`src/rtl/rand_draw_sched.sv`:
```
// Round-robin scheduler sharing one random source among NUM_REQ consumers, with draw pacing.
// Optional ack timeout is enabled by defining RAND_DRAW_SCHED_TIMEOUT_EN.
module rand_draw_sched #(
    parameter int unsigned NUM_REQ     = 4,
    parameter int unsigned DATA_W      = 32,
    parameter int unsigned PERIOD_W    = 16,
    parameter int unsigned TIMEOUT_CYC = 255
) (
    input  logic                clk,
    input  logic                rst,
    input  logic [NUM_REQ-1:0]  req,
    output logic [NUM_REQ-1:0]  gnt_valid,
    output logic [DATA_W-1:0]   gnt_data,
    output logic                gnt_err,
    output logic                src_req,
    input  logic                src_ack,
    input  logic [DATA_W-1:0]   src_data,
    input  logic [PERIOD_W-1:0] period_cfg,
    output logic                busy
);

    localparam int unsigned IDX_W = $clog2(NUM_REQ);
    localparam logic [NUM_REQ-1:0] ONE_HOT0 = NUM_REQ'(1);

    if (NUM_REQ < 2 || NUM_REQ > 16 || TIMEOUT_CYC == 0) begin : g_param_check
        $error("rand_draw_sched: unsupported NUM_REQ or TIMEOUT_CYC");
    end

    typedef enum logic [1:0] {StIdle, StIssue, StDeliver} state_e;

    state_e             state;
    logic [IDX_W-1:0]   ptr;
    logic [IDX_W-1:0]   winner;
    logic [PERIOD_W-1:0] pace;

    logic               found;
    logic [IDX_W-1:0]   pick;
    logic [IDX_W-1:0]   idx;
    logic [IDX_W-1:0]   ptr_next;

    // First asserted request scanning upward from ptr, wrapping at NUM_REQ.
    always_comb begin
        found = 1'b0;
        pick  = '0;
        idx   = '0;
        for (int i = 0; i < int'(NUM_REQ); i++) begin
            idx = IDX_W'((int'(ptr) + i) % int'(NUM_REQ));
            if (!found && req[idx]) begin
                found = 1'b1;
                pick  = idx;
            end
        end
    end

    assign ptr_next = (winner == IDX_W'(NUM_REQ - 1)) ? '0 : winner + 1'b1;

`ifdef RAND_DRAW_SCHED_TIMEOUT_EN
    localparam int unsigned TO_W = $clog2(TIMEOUT_CYC + 1);
    logic [TO_W-1:0] tcnt;
`else
    assign gnt_err = 1'b0;
`endif

    always_ff @(posedge clk) begin
        if (rst) begin
            state     <= StIdle;
            ptr       <= '0;
            winner    <= '0;
            pace      <= '0;
            src_req   <= 1'b0;
            gnt_valid <= '0;
            gnt_data  <= '0;
            busy      <= 1'b0;
`ifdef RAND_DRAW_SCHED_TIMEOUT_EN
            gnt_err   <= 1'b0;
            tcnt      <= '0;
`endif
        end else begin
            if (pace != '0) begin
                pace <= pace - 1'b1;
            end
            case (state)
                StIdle: begin
                    if (found && pace == '0) begin
                        winner  <= pick;
                        src_req <= 1'b1;
                        busy    <= 1'b1;
                        state   <= StIssue;
`ifdef RAND_DRAW_SCHED_TIMEOUT_EN
                        tcnt    <= '0;
`endif
                    end else begin
                        // Still busy next cycle only if the decremented pace stays nonzero.
                        busy <= (pace > PERIOD_W'(1));
                    end
                end
                StIssue: begin
                    busy <= 1'b1;
                    if (src_ack) begin
                        src_req   <= 1'b0;
                        gnt_valid <= ONE_HOT0 << winner;
                        gnt_data  <= src_data;
                        state     <= StDeliver;
                    end
`ifdef RAND_DRAW_SCHED_TIMEOUT_EN
                    else if (tcnt == TO_W'(TIMEOUT_CYC - 1)) begin
                        src_req   <= 1'b0;
                        gnt_valid <= ONE_HOT0 << winner;
                        gnt_data  <= '0;
                        gnt_err   <= 1'b1;
                        state     <= StDeliver;
                    end else begin
                        tcnt <= tcnt + 1'b1;
                    end
`endif
                end
                StDeliver: begin
                    gnt_valid <= '0;
                    gnt_data  <= '0;
                    ptr       <= ptr_next;
                    pace      <= period_cfg;
                    busy      <= (period_cfg != '0);
                    state     <= StIdle;
`ifdef RAND_DRAW_SCHED_TIMEOUT_EN
                    gnt_err   <= 1'b0;
`endif
                end
                default: begin
                    state <= StIdle;
                end
            endcase
        end
    end

endmodule

```
`config.mk`:
```
export PLATFORM = sky130hd
export DESIGN_NAME = rand_draw_sched
export DESIGN_NICKNAME = d
export VERILOG_FILES = /design/src/rtl/rand_draw_sched.sv
export SDC_FILE = /design/constraint.sdc
export NUM_CORES = 1
export LEC_CHECK = 0
export ABC_AREA = 1
export CORE_UTILIZATION = 43
export CTS_BUF_LIST = sky130_fd_sc_hd__clkbuf_8
export DETAILED_ROUTE_END_ITERATION = 12
export PLACE_DENSITY_LB_ADDON = 0.25
export SLEW_MARGIN = 20
export SYNTH_ARGS = -nofsm -noshare
export SYNTH_HDL_FRONTEND = slang
export SYNTH_SLANG_ARGS = --single-unit
```
`constraint.sdc`:
```
create_clock -name clk -period 1.7 [get_ports clk]
set_input_delay 0.34 -clock clk [delete_from_list [all_inputs] [get_ports clk]]
set_output_delay 0.34 -clock clk [all_outputs]
set_load 0.01 [all_outputs]
```
==> impl_metrics.yaml, run 1 <==
run_status:
  status: "finished, violations left"
  failed_checks: "setup timing"
drt:
  drt-total-wl_mm: 7.960
  antenna_left: 0
  post-route-drc-count: 0
  routed_via_density: 5.125
  wl_per_cell_um: 12.94
  num_vias: 3152
  drt_iter0_markers: 110
  first_pass_iters: 5
critical_path:
  worstSetupPathType: "reg2reg"
  r2r_start: "pace[1]$_SDFFE_PP0P_"
  cp-startpoint: "pace[1]$_SDFFE_PP0P_"
  cpMostUsedCell: "nand2_2"
  critPathMaxStageDelay_ps: 320
  arrival_ps: 1990
  critPathMaxFanout: 7
  end_kind: "flop"
  startpoint_type: "flop"
  worstReg2RegEnd: "state[1]$_SDFFE_PP0P_"
  crit_chain: "inv_2, ha_4, inv_2, nor3_2, inv_1, nor2_2, inv_2, nor2_4, nand2_2, nand2_2, nand2_2, nand2_2, a21oi_2"
  reg2reg_slack_ps: -80
  ff2ff_path_depth: 13
  cpMaxStageDelayCell: "dfxtp_2"
  crit_required_ps: 1910
floorplanning:
  num_rows: 30
  core-area_um2: 6756
  dieWidth_um: 85.38
  die_y_um: 85.38
  start_util_pct: 44.24
  dieArea_um2: 7289
  num_io_pins: 94
synth:
  synthCells: 421
  ys_seq_elements: 60
  yosys-top-cells-area: "dfxtp_1, nand2_1, a21oi_1, nand3_1, inv_1"
  yosysUniqueCellTypes: 33
  seq_area_frac_synth_pct: 40.18
  ys_warn_count: 0
  synth_area_um2: 2989
  syn_area_per_cell_um2: 7.100
  syn_nets: 486
  synth_top_cell_area_share_pct: 40.18
  synth_top_area_cell: "dfxtp_1"
power:
  leakage_nw: 1.767
  p_per_area_nw_per_um2: 1658
  power_mw: 7.443
  peakVddDrop_uv: 909.0
worst_hold_path:
  hold_depth: 4
  min_from: "rst"
  hold_path_class: "in2reg"
  holdPathEnd: "src_req$_SDFFE_PP0P_"
sta:
  slew_viol_final: 0
  rsz0062_at_grt: "true"
  hold_viol_final: 0
  final-setup-viol-count: 15
  layout_setup_ws_ps: -83.64
  finClkSkew_ps: 8.409
  timing.fmax_mhz: 560.7
  min_period_ps: 1784
  timing.final.crit_share_pct: 104.9
clocking:
  h-tree-depth: 3
  path_clk_slew_ps: 70
  hold_buffers: 0
  cts_inserted_buffers: 9
  cts_tree: "yes"
  cts_root_buffer: "clkbuf_8"
  cts.path.max_buffers: 2
  cts.sinks: 60
  clock_latency_ps: 340
layout:
  drive_gt1_share_pct: 19.07
  nFillCells: 579
  num-nets-final: 596
  syn2layout_area_growth_pct: 50.19
  n_antenna_cell: 0
  instances_no_fill: 615
  final_common_cell: "clkdlybuf4s50_1"
  layout_common_cells: "clkdlybuf4s50_1, nand2_1, dfxtp_1"
  fin_util_pct: 66.44
placed_design:
  place_congestion: 0.8250
  dp_slack_ps: -136.8
  placedCellCount: 593
  hpwlAfterDp_mm: 5.259
  numPortBuffers: 92
grt:
  grt_use_total_pct: 20.98
  grt_pass1_vias: 2798
  grt_max_degree: 37
  grt_pass1_wl_mm: 12.19
  antenna_found_initial: 0
  grt-ovfl-total: 0
run:
  drv_cap: 0
cells in the mapped netlist:
cell type and n:
a211oi_1 1, a211oi_2 1, a21oi_1 55, a21oi_2 2, a221oi_1 1, buf_1 3
buf_2 5, buf_4 1, buf_6 1, clkbuf_1 11, conb_1 1, dfxtp_1 60
ha_1 10, inv_1 34, inv_2 4, nand2_1 97, nand2_2 8, nand3_1 50
nand3_2 2, nand4_1 5, nor2_1 25, nor2_2 1, nor2_4 2, nor3_1 8
nor4_1 2, o211a_1 1, o211ai_1 1, o21ai_0 13, o21ai_1 4, o21ai_2 1
or2_4 1, xnor2_1 2, xor2_1 8
layout make-up:
type	count	area, um2	area share [%]
flip-flops and latches	60	1205	26.84
multi-input cells	302	1675	37.32
repair buffers	119	1160	25.84
clock inverters	5	52.55	1.171
repair inverters	1	6.256	0.1394
inverters	38	152.6	3.400
clock buffers	10	137.6	3.066
well taps	80	100.1	2.230
report_power, final:
| part | total (mW) | internal [mW] | switching, mW |
|---|---|---|---|
| registers | 2.16 | 1.86 | 0.297 |
| clock network | 1.25 | 0.700 | 0.554 |
| logic | 4.03 | 1.86 | 2.17 |
| total | 7.44 | 4.42 | 3.02 |
layer usage:
| metal | GRT usage [%] | part of all wire [%] |
|---|---|---|
| met5 | 0 | 0 |
| met4 | 10.15 | 2.9 |
| met3 | 4.086 | 6.8 |
| met2 | 35.48 | 47 |
| met1 | 25.67 | 43 |
critical path, delay by kind of cell (launching register included):
family                     cells  cell delay, ps
AOI/OAI and AO/OA              1              50
buffers and inverters          4             270
adders and majority gates      1             140
and+or+nand+nor                7             870
DFF                            1             320
worst max-delay path by stage:
stage,slack [ps],to,cells after the start
2_1_floorplan,70,gnt_data[0]$_SDFFE_PP0P_,9
3_5_place_dp,-140,winner[0]$_SDFFE_PP0P_,11
3_3_place_gp,-70,winner[1]$_SDFFE_PP0P_,11
6_report,-80,state[1]$_SDFFE_PP0P_,13
4_1_cts,-20,winner[1]$_SDFFE_PP0P_,11
5_1_grt,-160,state[1]$_SDFFE_PP0P_,13
cell families after synthesis:
kind of cell	share of synthesized area [%]
AND/OR/NAND/NOR	30.10
other	0.1255
buffers and inverters	7.995
XOR/XNOR	2.930
flip-flops	40.18
adder cells (fa/ha/maj)	4.186
AO/OA/AOI/OAI	14.48
state kept, by name (all words and copies together) (netlist names):
signal / flops
busy: 1
state: 2
winner: 2
pace: 16
src_req: 1
gnt_data: 32
gnt_valid: 4
ptr: 2
stage by stage:
stage                     setup TNS [ps]  hold slack [ps]  instance area [um2]
after floorplan                        0            480.3                 2989
after global placement            -270.6            450.6                 4104
after detailed placement          -833.2            454.3                 4104
after CTS                         -20.79            439.5                 4320
after global routing               -2212            483.1                 4489
final                             -761.9            457.3                 4489
timing repair:
item	CTS	global route
setup buffers	1	5
endpoints found under the hold margin	0	0
pin swaps	0	17
resized for setup	6	43
setup endpoints to repair	5	23
cloned	0	1
(Power assumes the default switching activity.)
==> inputs of run 2 (changes only) <==
Settings changed: CAP_MARGIN from default to 20.
==> results of run 2 <==
No change in the layout: final DEF, timing and power equal those of run 1.
==> inputs of run 3 (changes only) <==
Settings changed: CORE_MARGIN from default to 1.
==> results of run 3 <==
No change in the layout: final DEF, timing and power equal those of run 1.
==> RTL edit, RTL diff (config.mk and constraints of run 3) <==
Encoding of `state_e`: now one-hot (3 bits for 3 states).
--- a/src/rtl/rand_draw_sched.sv
+++ b/src/rtl/rand_draw_sched.sv
@@ -27,5 +27,5 @@
     end
 
-    typedef enum logic [1:0] {StIdle, StIssue, StDeliver} state_e;
+    typedef enum logic [2:0] {StIdle = 3'b001, StIssue = 3'b010, StDeliver = 3'b100} state_e;
 
     state_e             state;
Function: same outputs for any inputs over 10 cycles, from zero or initial values and one cycle with rst high; not proved beyond that.
==> RTL edit against run 3 <==
Clock skew rose by 2.6 ps. Sequential cell count rose by 1. Critical path depth fell by 12. Global-route usage rose by 1.9 points. Synthesized area rose by 0.13%. Clock power rose by 4%. Largest power group unchanged. Power fell by 29%. Sequential power fell by 14%. Worst setup slack improved by 200 ps. Final cell count fell by 2.1%. Critical path type is now reg2out. Synthesized cell count fell by 1.2%. Cell area fell by 4.9%. Routed wire length fell by 2.0%.
==> RTL edit: results (changes against run 3) <==
stage	metric	value	unit	change
setup_path	Worst Setup EP	gnt_valid[0]		
logic_synthesis	most frequent cells after synthesis	104 x sky130_fd_sc_hd__nand2_1, 61 x sky130_fd_sc_hd__dfxtp_1, 52 x sky130_fd_sc_hd__a21oi_1		
setup_path	start point of the critical path	gnt_valid[0]		
pwr	net switching component of the power	0.00202	W	-33%
placement	standard cell area after detailed placement	0.00405	mm2	-1.3%
pwr	peak supply drop	0.000538	V	-41%
logic_synthesis	per-instance average area after synthesis	7.19	um2	+1.3%
final_layout	number of fillers in the final layout	609		+5.2%
placement	Placed Cells	585		-1.3%
setup_path	capture point of the worst reg-to-reg path	pace[4]		
status	run status	complete, no violations		
global_route	global router's overall resource usage	22.9	%	+1.9 points
route	drt first-iter violations	99		-10%
global_route	maximum number of pins on one net before global-route repair	28		-24%
final_layout	number of nets in the finished design	578		-3.0%
placement	worst slack after detailed placement	-93.7	ps	+43.0 ps
timing	Hold Worst Slack	351	ps	-106 ps
global_route	first-pass GRT wire length	13300	um	+8.8%
setup_path	Worst path slowest cell	sky130_fd_sc_hd__clkdlybuf4s50_1		
setup_path	longest individual stage delay on the worst path	560	ps	+240 ps
worst_hold_path	Worst Hold Path EP	pace[3]		
timing	largest clock skew in the final design	11.0	ps	+2.58 ps
final_layout	proportion of layout cells with a drive suffix above 1	12.6	%	-6.4 points
logic_synthesis	Synth area leaders	sky130_fd_sc_hd__dfxtp_1 41%, sky130_fd_sc_hd__nand2_1 13%, sky130_fd_sc_hd__a21oi_1 8.7%, sky130_fd_sc_hd__nand3_1 7.7%, sky130_fd_sc_hd__nor2_1 3.6%		
timing	min cycle time layout	1590	ps	-198 ps
setup_path	arrival time of data at the critical path endpoint	1250	ps	-740 ps
setup_path	depth of the worst register-to-register path	10		-3
route	average via count per standard cell	5.08		-0.82%
pwr	leakage power of the design	1.67	nW	-5.2%
setup_path	r2r setup slk	160	ps	+240 ps
[RTL edit: changes by cell type after synthesis, sizes merged, moves of 2 or more]
cell    before  now
nand2      105  109
clkbuf      11   13
ha          10    6
a22oi        0    3
nand3       52   48
a21oi       57   52
nand4        5    7
o21ai       18   14
inv         38   31
nor2        28   37
[RTL edit: cells by family (layout without fill, tap and decap cells)]
group                      count (synthesis)  after routing  synth area share [%]
buffers and inverters                     53            159                  7.69
other                                      1              1                 0.125
xor gates and xnor gates                  10             10                  2.93
AOI/OAI and AO/OA                         73             73                  13.3
adders and majority gates                  6              6                  2.51
and+or+nand+nor                          212            212                  32.7
DFF                                       61             61                  40.8
[RTL edit: layout make-up]
cell class | instances | area, um2 | share of cell area, %
sequential | 61 | 1220 | 28.6
clock inverter | 7 | 75.1 | 1.76
inverter | 31 | 116 | 2.73
clock buffer | 9 | 124 | 2.90
timing repair buffer | 112 | 1080 | 25.3
multi-input combinational | 302 | 1550 | 36.4
tap | 80 | 100 | 2.35
[RTL edit: metal layers]
layer / vias to the layer above / share of wire [%] / track usage (%)
li1: 1570 / - / -
met1: 1390 / 43 / 26.7
met2: 83 / 48 / 39.3
met3: 17 / 6.5 / 6.42
met4: 0 / 2.1 / 9.70
met5: - / 0 / 0
[RTL edit: power groups by stage]
stage	Clock, W	Combinational, W	Sequential (W)
after floorplan	0	0.00158	0.00185
after global placement	0	0.00207	0.00187
after detailed placement	0	0.00211	0.00188
after CTS	0.00133	0.00213	0.00185
after global routing	0.00139	0.00246	0.00188
final	0.00130	0.00216	0.00185
[RTL edit: timing repair]
| action | CTS | global route |
|---|---|---|
| gates resized for setup | 0 | 3 |
| buffers inserted | 0 | 1 |
| endpoints found under the setup margin | 0 | 16 |
